==> src/rtl/product_bcd_pkg.sv <==
// Shared types and constants for the signed-product to BCD converter.
// Holds the FSM encoding, default sizing and the double-dabble correction constants.
package product_bcd_pkg;

    typedef enum logic [1:0] {
        IDLE = 2'd0,
        ABS  = 2'd1,
        CONV = 2'd2,
        DONE = 2'd3
    } state_t;

    localparam int DEF_WIDTH  = 16;
    // Five digits cover |-32768|.
    localparam int DEF_DIGITS = 5;

    localparam logic [3:0] BCD_ADJ_THRESH = 4'd5;
    localparam logic [3:0] BCD_ADJ        = 4'd3;

endpackage

==> src/rtl/bcd_add3_digit.sv <==
// Combinational double-dabble nibble correction: values of 5 or more get 3 added.
// Zero latency, no flow control.
module bcd_add3_digit
    import product_bcd_pkg::*;
(
    input  logic [3:0] din,
    output logic [3:0] dout
);

    always_comb begin
        dout = din;
        if (din >= BCD_ADJ_THRESH) begin
            dout = din + BCD_ADJ;
        end
    end

endmodule

==> src/rtl/product_bcd_convert.sv <==
// Sequential signed binary to packed-BCD converter (sign + DIGITS digits) via shift-add-3.
// Latency WIDTH+2 cycles from accepted start to done; start is ignored while busy (no queueing).
module product_bcd_convert
    import product_bcd_pkg::*;
#(
    parameter int WIDTH  = DEF_WIDTH,
    parameter int DIGITS = DEF_DIGITS
) (
    input  logic                  clk,
    input  logic                  reset_n,
    input  logic                  start,
    input  logic [WIDTH-1:0]      product,
    output logic                  busy,
    output logic                  done,
    output logic                  sign,
    output logic [4*DIGITS-1:0]   bcd
);

    localparam int CW = $clog2(WIDTH);
    localparam int BW = 4 * DIGITS;

    state_t           state_q,  state_d;
    logic [WIDTH-1:0] prod_q,   prod_d;
    logic [WIDTH-1:0] mag_q,    mag_d;
    logic [BW-1:0]    acc_q,    acc_d;
    logic [CW-1:0]    cnt_q,    cnt_d;
    logic             neg_q,    neg_d;
    logic             busy_q,   busy_d;
    logic             done_q,   done_d;
    logic             sign_q,   sign_d;
    logic [BW-1:0]    bcd_q,    bcd_d;

    logic [BW-1:0]    acc_adj;
    logic [BW-1:0]    acc_shift;
    logic [WIDTH-1:0] mag_shift;
    logic [WIDTH-1:0] prod_abs;

    for (genvar i = 0; i < DIGITS; i++) begin : g_adj
        bcd_add3_digit u_adj (
            .din  (acc_q[4*i +: 4]),
            .dout (acc_adj[4*i +: 4])
        );
    end

    // One double-dabble step: correct every nibble, then shift {acc, mag} left by one.
    always_comb begin
        acc_shift = {acc_adj[BW-2:0], mag_q[WIDTH-1]};
        mag_shift = {mag_q[WIDTH-2:0], 1'b0};
    end

    // -2^(WIDTH-1) negates to itself, which reads correctly as an unsigned magnitude.
    always_comb begin
        prod_abs = prod_q;
        if (prod_q[WIDTH-1]) begin
            prod_abs = (~prod_q) + WIDTH'(1);
        end
    end

    always_comb begin
        state_d = state_q;
        prod_d  = prod_q;
        mag_d   = mag_q;
        acc_d   = acc_q;
        cnt_d   = cnt_q;
        neg_d   = neg_q;
        busy_d  = busy_q;
        done_d  = 1'b0;
        sign_d  = sign_q;
        bcd_d   = bcd_q;

        case (state_q)
            IDLE: begin
                if (start) begin
                    prod_d  = product;
                    busy_d  = 1'b1;
                    state_d = ABS;
                end
            end
            ABS: begin
                neg_d   = prod_q[WIDTH-1];
                mag_d   = prod_abs;
                acc_d   = '0;
                cnt_d   = '0;
                state_d = CONV;
            end
            CONV: begin
                acc_d = acc_shift;
                mag_d = mag_shift;
                cnt_d = cnt_q + CW'(1);
                // Results land on the edge entering DONE so done and the new value coincide.
                if (cnt_q == CW'(WIDTH - 1)) begin
                    cnt_d   = '0;
                    busy_d  = 1'b0;
                    done_d  = 1'b1;
                    sign_d  = neg_q;
                    bcd_d   = acc_shift;
                    state_d = DONE;
                end
            end
            DONE: begin
                state_d = IDLE;
            end
            default: begin
                state_d = IDLE;
            end
        endcase
    end

    always_ff @(posedge clk or negedge reset_n) begin
        if (!reset_n) begin
            state_q <= IDLE;
            prod_q  <= '0;
            mag_q   <= '0;
            acc_q   <= '0;
            cnt_q   <= '0;
            neg_q   <= 1'b0;
            busy_q  <= 1'b0;
            done_q  <= 1'b0;
            sign_q  <= 1'b0;
            bcd_q   <= '0;
        end else begin
            state_q <= state_d;
            prod_q  <= prod_d;
            mag_q   <= mag_d;
            acc_q   <= acc_d;
            cnt_q   <= cnt_d;
            neg_q   <= neg_d;
            busy_q  <= busy_d;
            done_q  <= done_d;
            sign_q  <= sign_d;
            bcd_q   <= bcd_d;
        end
    end

    assign busy = busy_q;
    assign done = done_q;
    assign sign = sign_q;
    assign bcd  = bcd_q;

endmodule
==> config.mk <==
export PLATFORM = sky130hd
export DESIGN_NAME = product_bcd_convert
export DESIGN_NICKNAME = d
export VERILOG_FILES = /design/src/rtl/product_bcd_pkg.sv /design/src/rtl/bcd_add3_digit.sv /design/src/rtl/product_bcd_convert.sv
export SDC_FILE = /design/constraint.sdc
export NUM_CORES = 1
export LEC_CHECK = 0
export BUFFER_PORTS_ARGS = -buffer_cell sky130_fd_sc_hd__buf_2
export CAP_MARGIN = 0
export CORE_UTILIZATION = 59
export DETAILED_ROUTE_END_ITERATION = 12
export PLACE_DENSITY = 0.8
export SYNTH_ARGS = -nofsm -noshare
export SYNTH_HDL_FRONTEND = slang
export SYNTH_HIERARCHICAL = 1
export SYNTH_SLANG_ARGS = --single-unit
==> constraint.sdc <==
create_clock -name clk -period 1.75 [get_ports clk]
set_input_delay 0.4375 -clock clk [delete_from_list [all_inputs] [get_ports clk]]
set_output_delay 0.4375 -clock clk [all_outputs]
set_load 0.03 [all_outputs]
Word-level counts from Yosys, hierarchy flattened
Index checks and enable logic that the tools add are counted.
{"block": "totals", "word_cells": 54, "ff_bits": 82, "in_bits": 19}
{"block": "op_classes", "add_sub_neg": 7, "eq_ne": 6, "order_cmp": 5, "n_mux": 18, "n_reduce_logical": 7, "n_bitwise": 1}
{"op": "one-hot mux 20 bit (2 select lines)", "n": 1}
{"op": "one-hot mux 16 bit (2 select lines)", "n": 1}
{"op": ">= comparator 4 x 3 -> 1 bit (second input constant)", "n": 5}
{"op": "two-way mux 4 bit", "n": 5}
{"op": "adder 16 x 1 -> 16 bit (second input constant)", "n": 1}
{"op": "adder 4 x 2 -> 4 bit (second input constant)", "n": 4}
{"op": "two-way mux 16 bit", "n": 1}
{"op": "inverter 16 bit", "n": 1}
{"op": "one-hot mux 2 bit (4 select lines)", "n": 1}
{"op": "one-hot mux 4 bit (2 select lines)", "n": 1}
{"op": "AND reduction 2 bit", "n": 3}
{"op": "adder 4 x 1 -> 4 bit (second input constant)", "n": 1}
{"op": "equality test 2 bit (second input constant)", "n": 2}
{"op": "equality test 4 bit (second input constant)", "n": 1}
{"op": "two-way mux 1 bit", "n": 4}
{"op": "two-way mux 2 bit", "n": 2}
{"op": "!= test 2 bit (second input constant)", "n": 2}
{"op": "nonzero test 2 bit", "n": 2}
{"op": "adder 3 x 2 -> 3 bit (second input constant)", "n": 1}
{"op": "two-way mux 3 bit", "n": 1}
{"op": "AND reduction 3 bit", "n": 1}
{"op": "equality test 2 x 1 -> 1 bit (second input constant)", "n": 1}
{"op": "logical NOT 2 bit", "n": 1}
{"op": "one-hot mux 1 bit (2 select lines)", "n": 1}

Longest topological paths before layout
Gate-level depths: netlist of run 1.
{"block": "depth", "word_depth": 4, "mapped_depth": 8, "depth_no_buf": 7}

By module
The synthesis of run 1 kept the hierarchy.
{"module": "product_bcd_convert", "cells_each": 392, "n_inst": 1, "area_per_inst_um2": 3781.1}
{"module": "bcd_add3_digit", "cells_each": 16, "n_inst": 5, "area_per_inst_um2": 101.3}

Worst setup path after synthesis of run 1
No wires, ideal clock.
{"block": "synth_path", "path_type": "register to register", "from": "register prod_q[1]", "to": "register mag_q[4]", "path_slack_ns": 0.140, "t_arrival_ns": 1.480, "path_buffers": 0, "t_required_ns": 1.620, "path_stages_with_launch": 7, "path_cell_list": "dfrtp_1 -> inv_1 -> ha_1 -> or3b_2 -> nor3b_1 -> nor3_1 -> o22ai_1"}
{"block": "synth_between", "elab_chain_cells": 4}
{"item": "start: declaration", "line": "product_bcd_convert.sv:23", "rtl": "logic [WIDTH-1:0] prod_q, prod_d;"}
{"item": "start signal: assignment", "line": "product_bcd_convert.sv:123", "rtl": "prod_q <= prod_d;"}
{"item": "inverter 16 bit", "line": "product_bcd_convert.sv:55", "rtl": "prod_abs = (~prod_q) + WIDTH'(1);"}
{"item": "adder 16 x 1 -> 16 bit", "line": "product_bcd_convert.sv:55"}
{"item": "two-way mux 16 bit", "line": "product_bcd_convert.sv:54", "rtl": "if (prod_q[WIDTH-1]) begin"}
{"item": "one-hot mux 16 bit (2 select lines)", "line": "product_bcd_convert.sv:71", "rtl": "case (state_q)"}
{"item": "end signal: assignment", "line": "product_bcd_convert.sv:124", "rtl": "mag_q <= mag_d;"}
{"item": "end: declaration", "line": "product_bcd_convert.sv:24", "rtl": "logic [WIDTH-1:0] mag_q, mag_d;"}
Every way passes these cells.
A chain may end at the register's enable or synchronous reset.

Worst setup path after layout of run 1
{"block": "layout_path", "from": "register prod_q[4]", "to": "register mag_q[11]"}
Same word-level chain as after synthesis.

==> results of run 1 <==
## worst max-delay path: stages (launching register included)
cell and delay (ns):
sky130_fd_sc_hd__dfrtp_1 0.46, sky130_fd_sc_hd__nor4_4 0.29, sky130_fd_sc_hd__buf_4 0.20, sky130_fd_sc_hd__a41oi_1 0.15, sky130_fd_sc_hd__mux2i_1 0.15, sky130_fd_sc_hd__a311o_1 0.27
## per-layer routing
layer  wire [um]  global-route usage, %  up-vias
met5           0                      0        -
met4         121                   9.24        0
met3         231                   3.79       12
met2        4280                   43.2       71
met1        3760                   29.4     1655
li1            -                      -     1669
## power by group through the flow
stage / registers, mW / logic [mW] / clock network (mW)
2_1_floorplan: 2.73 / 2.46 / 0
3_3_place_gp: 2.81 / 3.14 / 0
3_5_place_dp: 2.84 / 3.29 / 0
4_1_cts: 2.81 / 3.31 / 1.23
5_1_grt: 2.89 / 3.80 / 1.30
6_report: 2.82 / 3.41 / 1.20
## final cells by class
type	instances	area, um^2
Inverter	45	176
Multi-Input combinational cell	318	1970
Timing Repair Buffer	63	414
Sequential cell	82	2050
Tap cell	96	120
Clock buffer	10	138
Clock inverter	6	32.5
Fill cell	550	2010
## cell usage in the layout, fill, tap and decap left out, types with 11 or more instances in the layout
cell and count:
sky130_fd_sc_hd__buf_2 41, sky130_fd_sc_hd__buf_4 17, sky130_fd_sc_hd__dfrtp_1 80, sky130_fd_sc_hd__ha_1 13, sky130_fd_sc_hd__inv_1 41, sky130_fd_sc_hd__mux2_2 20
sky130_fd_sc_hd__mux2i_1 11, sky130_fd_sc_hd__nand2_1 95, sky130_fd_sc_hd__nand3_1 37, sky130_fd_sc_hd__nor2_1 18, sky130_fd_sc_hd__o21ai_0 35
## sequential cells by signal (all words and copies together) (netlist names)
name     count
bcd         20
cnt_q        4
prod_q      16
sign         1
acc_q       20
state_q      2
neg_q        1
mag_q       16
done         1
busy         1
## through the flow
step	worst slack (ns)	utilization, %	area [um^2]	cells	power [mW]
after global routing	0.0154	71.0	4900	620	7.99
after floorplan	0.140	-	4270	468	5.19
final	0.123	71.0	4900	620	7.43
after detailed placement	0.0162	67.6	4670	599	6.13
after global placement	0.169	67.6	4670	599	5.95
after CTS	0.00847	70.3	4850	616	7.35
## how the worst min path moves through the flow
stage	to	slack [ns]	depth (start not counted)
after global routing	prod_q[8]	0.31	2
after global placement	done	0.32	1
after detailed placement	done	0.32	1
after CTS	prod_q[2]	0.31	2
after floorplan	acc_q[0]	0.14	0
final	prod_q[2]	0.32	2
## timing repair
item,in CTS,in global routing
hold endpoints to repair,17,0
hold buffers,1,0
gates resized for setup,0,9
endpoints found under the setup margin,0,27
buffers inserted,0,4
==> results.json, run 1 <==
{
  "vias": 3407,
  "detail_route.drc_violations": 0,
  "tritoncts": "yes",
  "synthesis.nets": 503,
  "place_hpwl_um": 5790,
  "antenna_found_initial": 0,
  "r2r.worst_path.cells": 5,
  "crit_path_start": "prod_q[4]",
  "number_of_violations_of_the_max_capacitance_limit": 0,
  "cts.reportedPaths.clkPinSlew_ns": 0.08,
  "io_pins": 42,
  "final_worst_path_period_share_pct": 93.0,
  "syn2layout_area_growth_pct": 14.8,
  "ant_nets": 0,
  "avg_synthesized_cell_area_um2": 9.12,
  "drt_iter0_markers": 198,
  "slew_viol_final": 0,
  "max_slew_margin_pct": 74.9,
  "overflow": 0,
  "firstDrtPassIters": 5,
  "cts_root_buf": "sky130_fd_sc_hd__clkbuf_8",
  "worst_max_slew_pin_slew_ns": 0.375,
  "port_buffers": 41,
  "outcome": "finished clean",
  "peakVddDrop_mv": 1.01,
  "cts_sinks": 82,
  "die_area_um2": 7580,
  "worst_r2r_endpoint": "mag_q[11]",
  "critPathKind": "reg2reg",
  "grt_use_total_pct": 24.2,
  "clock_power_share_pct": 16.1,
  "crit_required_ns": 1.98,
  "final_layout_size_suffix_gt1_share_pct": 22.3,
  "vias_in_the_first_global_route": 3256,
  "synth-warning-count": 6,
  "startpoint_types": "flop",
  "postRouteWirelength_um": 8390,
  "layout_min_cycle_time_ns": 1.63,
  "switching_part_of_the_total_pct": 40.0,
  "cts.htree.levels": 3,
  "finalHoldWorstSlack_ns": 0.315,
  "report.final.hold_viol_count": 0,
  "min_path_type": "in2reg",
  "worst_skew_pair.late_latency_ns": 0.35,
  "post_synth_inst_count": 468,
  "cts_buffers": 9,
  "setup.reg_to_reg.worst_slack_ns": 0.12,
  "fp.dieH_um": 87.1,
  "grt_setup_unrepaired": "no",
  "power.internal_mw": 4.46,
  "power_per_cell_area_nw_per_um2": 1520,
  "achievable-frequency_ghz": 0.615,
  "syn_area_um2": 4270,
  "worstHoldStart": "product[2]",
  "power.share.sequential_pct": 38.0,
  "final_nets": 554,
  "die_x_um": 87.1,
  "critPathCaptureType": "flop",
  "leakagePower_nw": 2.36,
  "path_max_fanout": 9,
  "grt_first_pass_wirelength_um": 14300,
  "routed_wire_length_per_instance_um": 13.5,
  "critPathArrivalTime_ns": 1.86,
  "core_area_um2": 6910,
  "power.combinational.fraction_pct": 45.9,
  "clockBufferDepth": 2,
  "grt_max_degree": 66,
  "effective_utilization_at_floorplan_pct": 61.8,
  "num_rows": 30,
  "vias_per_cell": 5.50,
  "switchingPower_mw": 2.98,
  "ant_diodes": 0,
  "timing.setup.tns_ns": 0,
  "setup-violations-final": 0,
  "endpoint": "mag_q[11]",
  "globalplace.congestion": 0.816,
  "worst_clock_skew_ns": 0.0115,
  "regToRegStartpoint": "prod_q[4]"
}
Note: power is estimated with default switching activity, not from simulation.
==> run 2, diff against run 1 <==
Settings changed: PLACE_DENSITY 0.8 to default, PLACE_DENSITY_LB_ADDON from default to 0.25.
==> run 2 against run 1 <==
Sequential share of layout area is 0.74 points lower. Final cell count unchanged. Critical path type unchanged. Hold slack got worse by 0.0069 ns. Clock skew down 0.0045 ns. Power increased by 6.1%. Clock-buffer cell count grew 1. Utilization rose by 1.2 points. Critical path depth fell by 1. Highest routed layer unchanged. Largest power group unchanged. Clock power increased by 23%. Largest cell class unchanged.
==> results.json, run 2 (synthesis results as in run 1) <==
{
  "outcome": "finished clean",
  "final_nets": 556,
  "fp.dieH_um": 87.1,
  "overflow": 0,
  "effective_utilization_at_floorplan_pct": 61.8,
  "firstDrtPassIters": 4,
  "antenna_found_initial": 0,
  "worst_max_slew_pin_slew_ns": 0.500,
  "final_worst_path_period_share_pct": 97.0,
  "leakagePower_nw": 2.41,
  "dpl.cell_count": 602,
  "place_hpwl_um": 5950,
  "dr.max_layer_used": "met4",
  "ant_diodes": 0,
  "min_path_type": "in2reg",
  "area_occupied_by_multi_input_gates_um2": 1980,
  "power.share.sequential_pct": 35.8,
  "detail_route.drc_violations": 0,
  "finalHoldWorstSlack_ns": 0.308,
  "final.fill_count": 572,
  "timing.final.ws_setup_ns": 0.0532,
  "globalplace.congestion": 0.833,
  "slew_viol_final": 0,
  "startpoint_types": "flop",
  "setup.reg_to_reg.worst_slack_ns": 0.05,
  "core_area_um2": 6910,
  "max_slew_margin_pct": 66.4,
  "clock_power_share_pct": 18.7,
  "grt_use_total_pct": 25.7,
  "wl_met2_um": 4490,
  "worst_clock_skew_ns": 0.00703,
  "ff_latch_area_um2": 2050,
  "power_per_cell_area_nw_per_um2": 1580,
  "tritoncts": "yes",
  "crit_required_ns": 1.99,
  "grt_first_pass_wirelength_um": 15000,
  "final_design_area_no_fill_um2": 4980,
  "cts.htree.levels": 3,
  "syn2layout_area_growth_pct": 16.8,
  "clockBufferDepth": 2,
  "drt_iter0_markers": 158,
  "port_buffers": 41,
  "number_of_violations_of_the_max_capacitance_limit": 0,
  "timing.setup.tns_ns": 0,
  "critPathCaptureType": "flop",
  "switching_part_of_the_total_pct": 39.0,
  "final_cell_count_no_fill": 620,
  "final_cell_mix": "sky130_fd_sc_hd__nand2_1 (95), sky130_fd_sc_hd__dfrtp_1 (82), sky130_fd_sc_hd__inv_1 (41), sky130_fd_sc_hd__buf_2 (40), sky130_fd_sc_hd__nand3_1 (37)",
  "io_pins": 42,
  "postRouteWirelength_um": 8720,
  "ant_nets": 0,
  "vias_per_cell": 5.52,
  "post_dp_cell_area_um2": 4720,
  "final_layout_size_suffix_gt1_share_pct": 21.8,
  "cts_sinks": 82,
  "critPathArrivalTime_ns": 1.94,
  "setup-violations-final": 0,
  "worstHoldStart": "product[9]",
  "met3_wirelength_um": 302,
  "achievable-frequency_ghz": 0.589,
  "worst_skew_pair.late_latency_ns": 0.36,
  "critPathKind": "reg2reg",
  "final_common_cell": "sky130_fd_sc_hd__nand2_1",
  "peakVddDrop_mv": 1.18,
  "cts_root_buf": "sky130_fd_sc_hd__clkbuf_8",
  "die_area_um2": 7580,
  "layout_min_cycle_time_ns": 1.70,
  "num_rows": 30,
  "regToRegStartpoint": "prod_q[8]",
  "power.combinational.fraction_pct": 45.4,
  "cts.reportedPaths.clkPinSlew_ns": 0.08,
  "switchingPower_mw": 3.08,
  "cts_buffers": 9,
  "die_x_um": 87.1,
  "power.internal_mw": 4.81,
  "met1Wirelength_um": 3740,
  "crit_path_start": "prod_q[8]",
  "path_max_fanout": 5,
  "routed_wire_length_per_instance_um": 14.1,
  "detailedPlace.worstSlack_ns": 0.131,
  "vias_in_the_first_global_route": 3425,
  "vias": 3422,
  "grt_max_degree": 38,
  "report.final.hold_viol_count": 0
}
-- run 2: cell types whose count changed in the layout (fill, tap and decap cells not counted), sizes merged --
cell	change
clkinv	-4
clkinvlp	-1
inv	+1
clkbuf	+1
buf	+1
bufinv	+2
-- run 2: layout make-up --
class,instances,share of cell area [%]
Clock inverter,3,1.31
Inverter,45,3.46
Clock buffer,11,2.84
Timing Repair inverter,1,0.151
Sequential cell,82,41.2
Timing Repair Buffer,64,9.01
Multi-Input combinational cell,318,39.6
Tap cell,96,2.41
-- run 2: power by group through the flow --
stage	clock, mW	combinational (mW)	sequential [mW]
6_report	1.48	3.58	2.83
5_1_grt	1.59	3.99	2.88
4_1_cts	1.50	3.44	2.81
3_5_place_dp	0	3.40	2.84
3_3_place_gp	0	3.25	2.82
2_1_floorplan	0	2.46	2.73
-- run 2: through the flow --
stage / power [mW] / utilization (%)
after detailed placement: 6.23 / 68.3
final: 7.89 / 72.2
after global placement: 6.07 / 68.3
after CTS: 7.75 / 71.5
after floorplan: 5.19 / -
after global routing: 8.45 / 72.2
-- run 2: final timing paths --
path | to | cells after the start
worst min-delay path | prod_q[9] | 2
worst min register to register | bcd[6] | 2
max in group asynchronous | mag_q[10] | 3
min in group asynchronous | acc_q[3] | 2
worst max-delay path | mag_q[11] | 4
worst max register to register | mag_q[11] | 4
-- run 2: metal layers --
metal  vias up  GRT usage (%)
met1      1639           31.2
met5         -              0
met2        95           43.4
met3        15           3.98
met4         0           15.5
li1       1673              -
-- run 2: what timing repair did --
item                                    CTS  global route
resized for setup                         0             9
hold buffers                              1             0
setup buffers                             0             2
endpoints found under the hold margin    20             0
endpoints found under the setup margin    0            10
-- run 2: critical path, stage by stage (launching register included) --
cell and delay, ns:
sky130_fd_sc_hd__dfrtp_1 0.43, sky130_fd_sc_hd__nor4_2 0.52, sky130_fd_sc_hd__a41oi_1 0.22, sky130_fd_sc_hd__mux2i_1 0.15, sky130_fd_sc_hd__a311o_1 0.27
==> run 3, diff against run 2 <==
Settings changed: PLACE_DENSITY_LB_ADDON 0.25 to 0.1.
==> run 3 against run 2 <==
Critical path depth up 2. Largest power group unchanged. Non-clock buffer count down 5. First-iteration DRC count up 11%. Die area unchanged. Critical endpoint is now mag_q[9].
==> results.json, run 3 (synthesis results as in run 1) <==
{
  "leakagePower_nw": 2.36,
  "grt_first_pass_wirelength_um": 13400,
  "tritoncts": "yes",
  "final_design_area_no_fill_um2": 4890,
  "antenna_found_initial": 0,
  "critPathArrivalTime_ns": 1.89,
  "cp_slowest_cell": "sky130_fd_sc_hd__dfrtp_1",
  "cts_sinks": 82,
  "power_per_cell_area_nw_per_um2": 1530,
  "port_buffers": 41,
  "post_dp_cell_area_um2": 4680,
  "layout.core_utilization_pct": 70.9,
  "cts_root_buf": "sky130_fd_sc_hd__clkbuf_8",
  "cp_cell_sequence": "inv_1, ha_1, inv_1, nand3_1, mux2i_1, a311o_1",
  "worst_clock_skew_ns": 0.00847,
  "max_slew_margin_pct": 66.3,
  "syn2layout_area_growth_pct": 14.7,
  "final_worst_path_period_share_pct": 94.5,
  "ant_diodes": 0,
  "dr.max_layer_used": "met4",
  "startpoint_types": "flop",
  "die_area_um2": 7580,
  "timing.setup.tns_ns": 0,
  "io_pins": 42,
  "grt_setup_unrepaired": "yes",
  "vias": 3320,
  "final_nets": 550,
  "routed_wire_length_per_instance_um": 12.9,
  "met1Wirelength_um": 3820,
  "dpl.cell_count": 598,
  "slew_viol_final": 0,
  "fp.dieH_um": 87.1,
  "achievable-frequency_ghz": 0.605,
  "cts.reportedPaths.clkPinSlew_ns": 0.08,
  "cts.htree.levels": 3,
  "num_rows": 30,
  "min_path_type": "in2async",
  "setup-violations-final": 0,
  "final_layout_size_suffix_gt1_share_pct": 20.6,
  "worst_max_slew_pin_slew_ns": 0.505,
  "cts_buffers": 9,
  "worst_path_most_repeated_cell": "sky130_fd_sc_hd__inv_1",
  "die_x_um": 87.1,
  "place_hpwl_um": 5570,
  "core_area_um2": 6910,
  "number_of_violations_of_the_max_capacitance_limit": 0,
  "clockBufferDepth": 2,
  "postRouteWirelength_um": 7950,
  "worst_skew_pair.late_latency_ns": 0.35,
  "detail_route.drc_violations": 0,
  "grt_use_total_pct": 22.7,
  "slowest_delay_ns": 0.39,
  "ant_nets": 0,
  "globalplace.congestion": 0.875,
  "outcome": "finished clean",
  "r2r.worst_path.cells": 6,
  "firstDrtPassIters": 4,
  "overflow": 0,
  "grt_max_degree": 38,
  "report.final.hold_viol_count": 0,
  "final_cell_count_no_fill": 616,
  "peakVddDrop_mv": 0.967,
  "effective_utilization_at_floorplan_pct": 61.8,
  "critPathCaptureType": "flop",
  "wl_met2_um": 3830,
  "path_max_fanout": 14,
  "vias_in_the_first_global_route": 3055,
  "final_cell_mix": "sky130_fd_sc_hd__nand2_1 (95), sky130_fd_sc_hd__dfrtp_1 (82), sky130_fd_sc_hd__inv_1 (43), sky130_fd_sc_hd__buf_2 (40), sky130_fd_sc_hd__nand3_1 (37)",
  "crit_required_ns": 1.98,
  "vias_per_cell": 5.39,
  "drt_iter0_markers": 176,
  "critPathKind": "reg2reg",
  "met3_wirelength_um": 185,
  "final_common_cell": "sky130_fd_sc_hd__nand2_1",
  "power.total_mw": 7.50,
  "layout_min_cycle_time_ns": 1.65,
  "final.fill_count": 565
}
==> run 3: final timing paths <==
check / startpoint / endpoint / slack, ns
max: state_q[0] / mag_q[9] / 0.1
min: reset_n / bcd[12] / 0.007
max reg2reg: state_q[0] / mag_q[9] / 0.1
min reg2reg: neg_q / sign / 0.47
max in group asynchronous: reset_n / mag_q[9] / 1.25
min in group clk: product[8] / prod_q[8] / 0.31
==> run 3: what timing repair did <==
item | in CTS | in global routing
gates resized for setup | 0 | 3
setup endpoints to repair | 0 | 14
hold buffers | 0 | 0
buffers inserted | 0 | 2
==> run 3: through the flow <==
step | worst slack, ns | hold slack (ns)
floorplan | 0.140 | 0.142
global placement | 0.110 | 0.398
detailed placement | 0.0755 | 0.402
CTS | 0.0556 | 0.0162
global route | -0.0122 | 0.0300
finish | 0.0971 | 0.00689
==> run 3: metal layers <==
| layer | vias to the layer above | global-route usage (%) |
|---|---|---|
| met4 | 0 | 9.55 |
| met3 | 10 | 3.51 |
| li1 | 1659 | - |
| met5 | - | 0 |
| met2 | 55 | 38.4 |
| met1 | 1596 | 29.0 |
==> run 3: cell type report <==
class / count / area (um^2) / share of cell area [%]
multi-input combinational: 318 / 1970 / 40.2
inverter: 45 / 173 / 3.53
sequential: 82 / 2050 / 41.9
clock buffer: 10 / 128 / 2.61
tap: 96 / 120 / 2.45
timing repair buffer: 59 / 397 / 8.11
clock inverter: 6 / 57.6 / 1.18
==> run 3: power breakdown <==
| part | total (mW) | switching, mW | internal (mW) |
|---|---|---|---|
| logic | 3.36 | 1.84 | 1.53 |
| clock network | 1.32 | 0.673 | 0.650 |
| registers | 2.82 | 0.442 | 2.37 |
| total | 7.50 | 2.95 | 4.55 |
==> run 3: worst max-delay path: cells and delay by family, from the launching register on <==
kind | cells | cell delay [ns]
simple gates | 1 | 0.18
flops | 1 | 0.39
fa+ha+maj | 1 | 0.24
buf+inv | 2 | 0.38
compound gates | 1 | 0.27
mux | 1 | 0.07
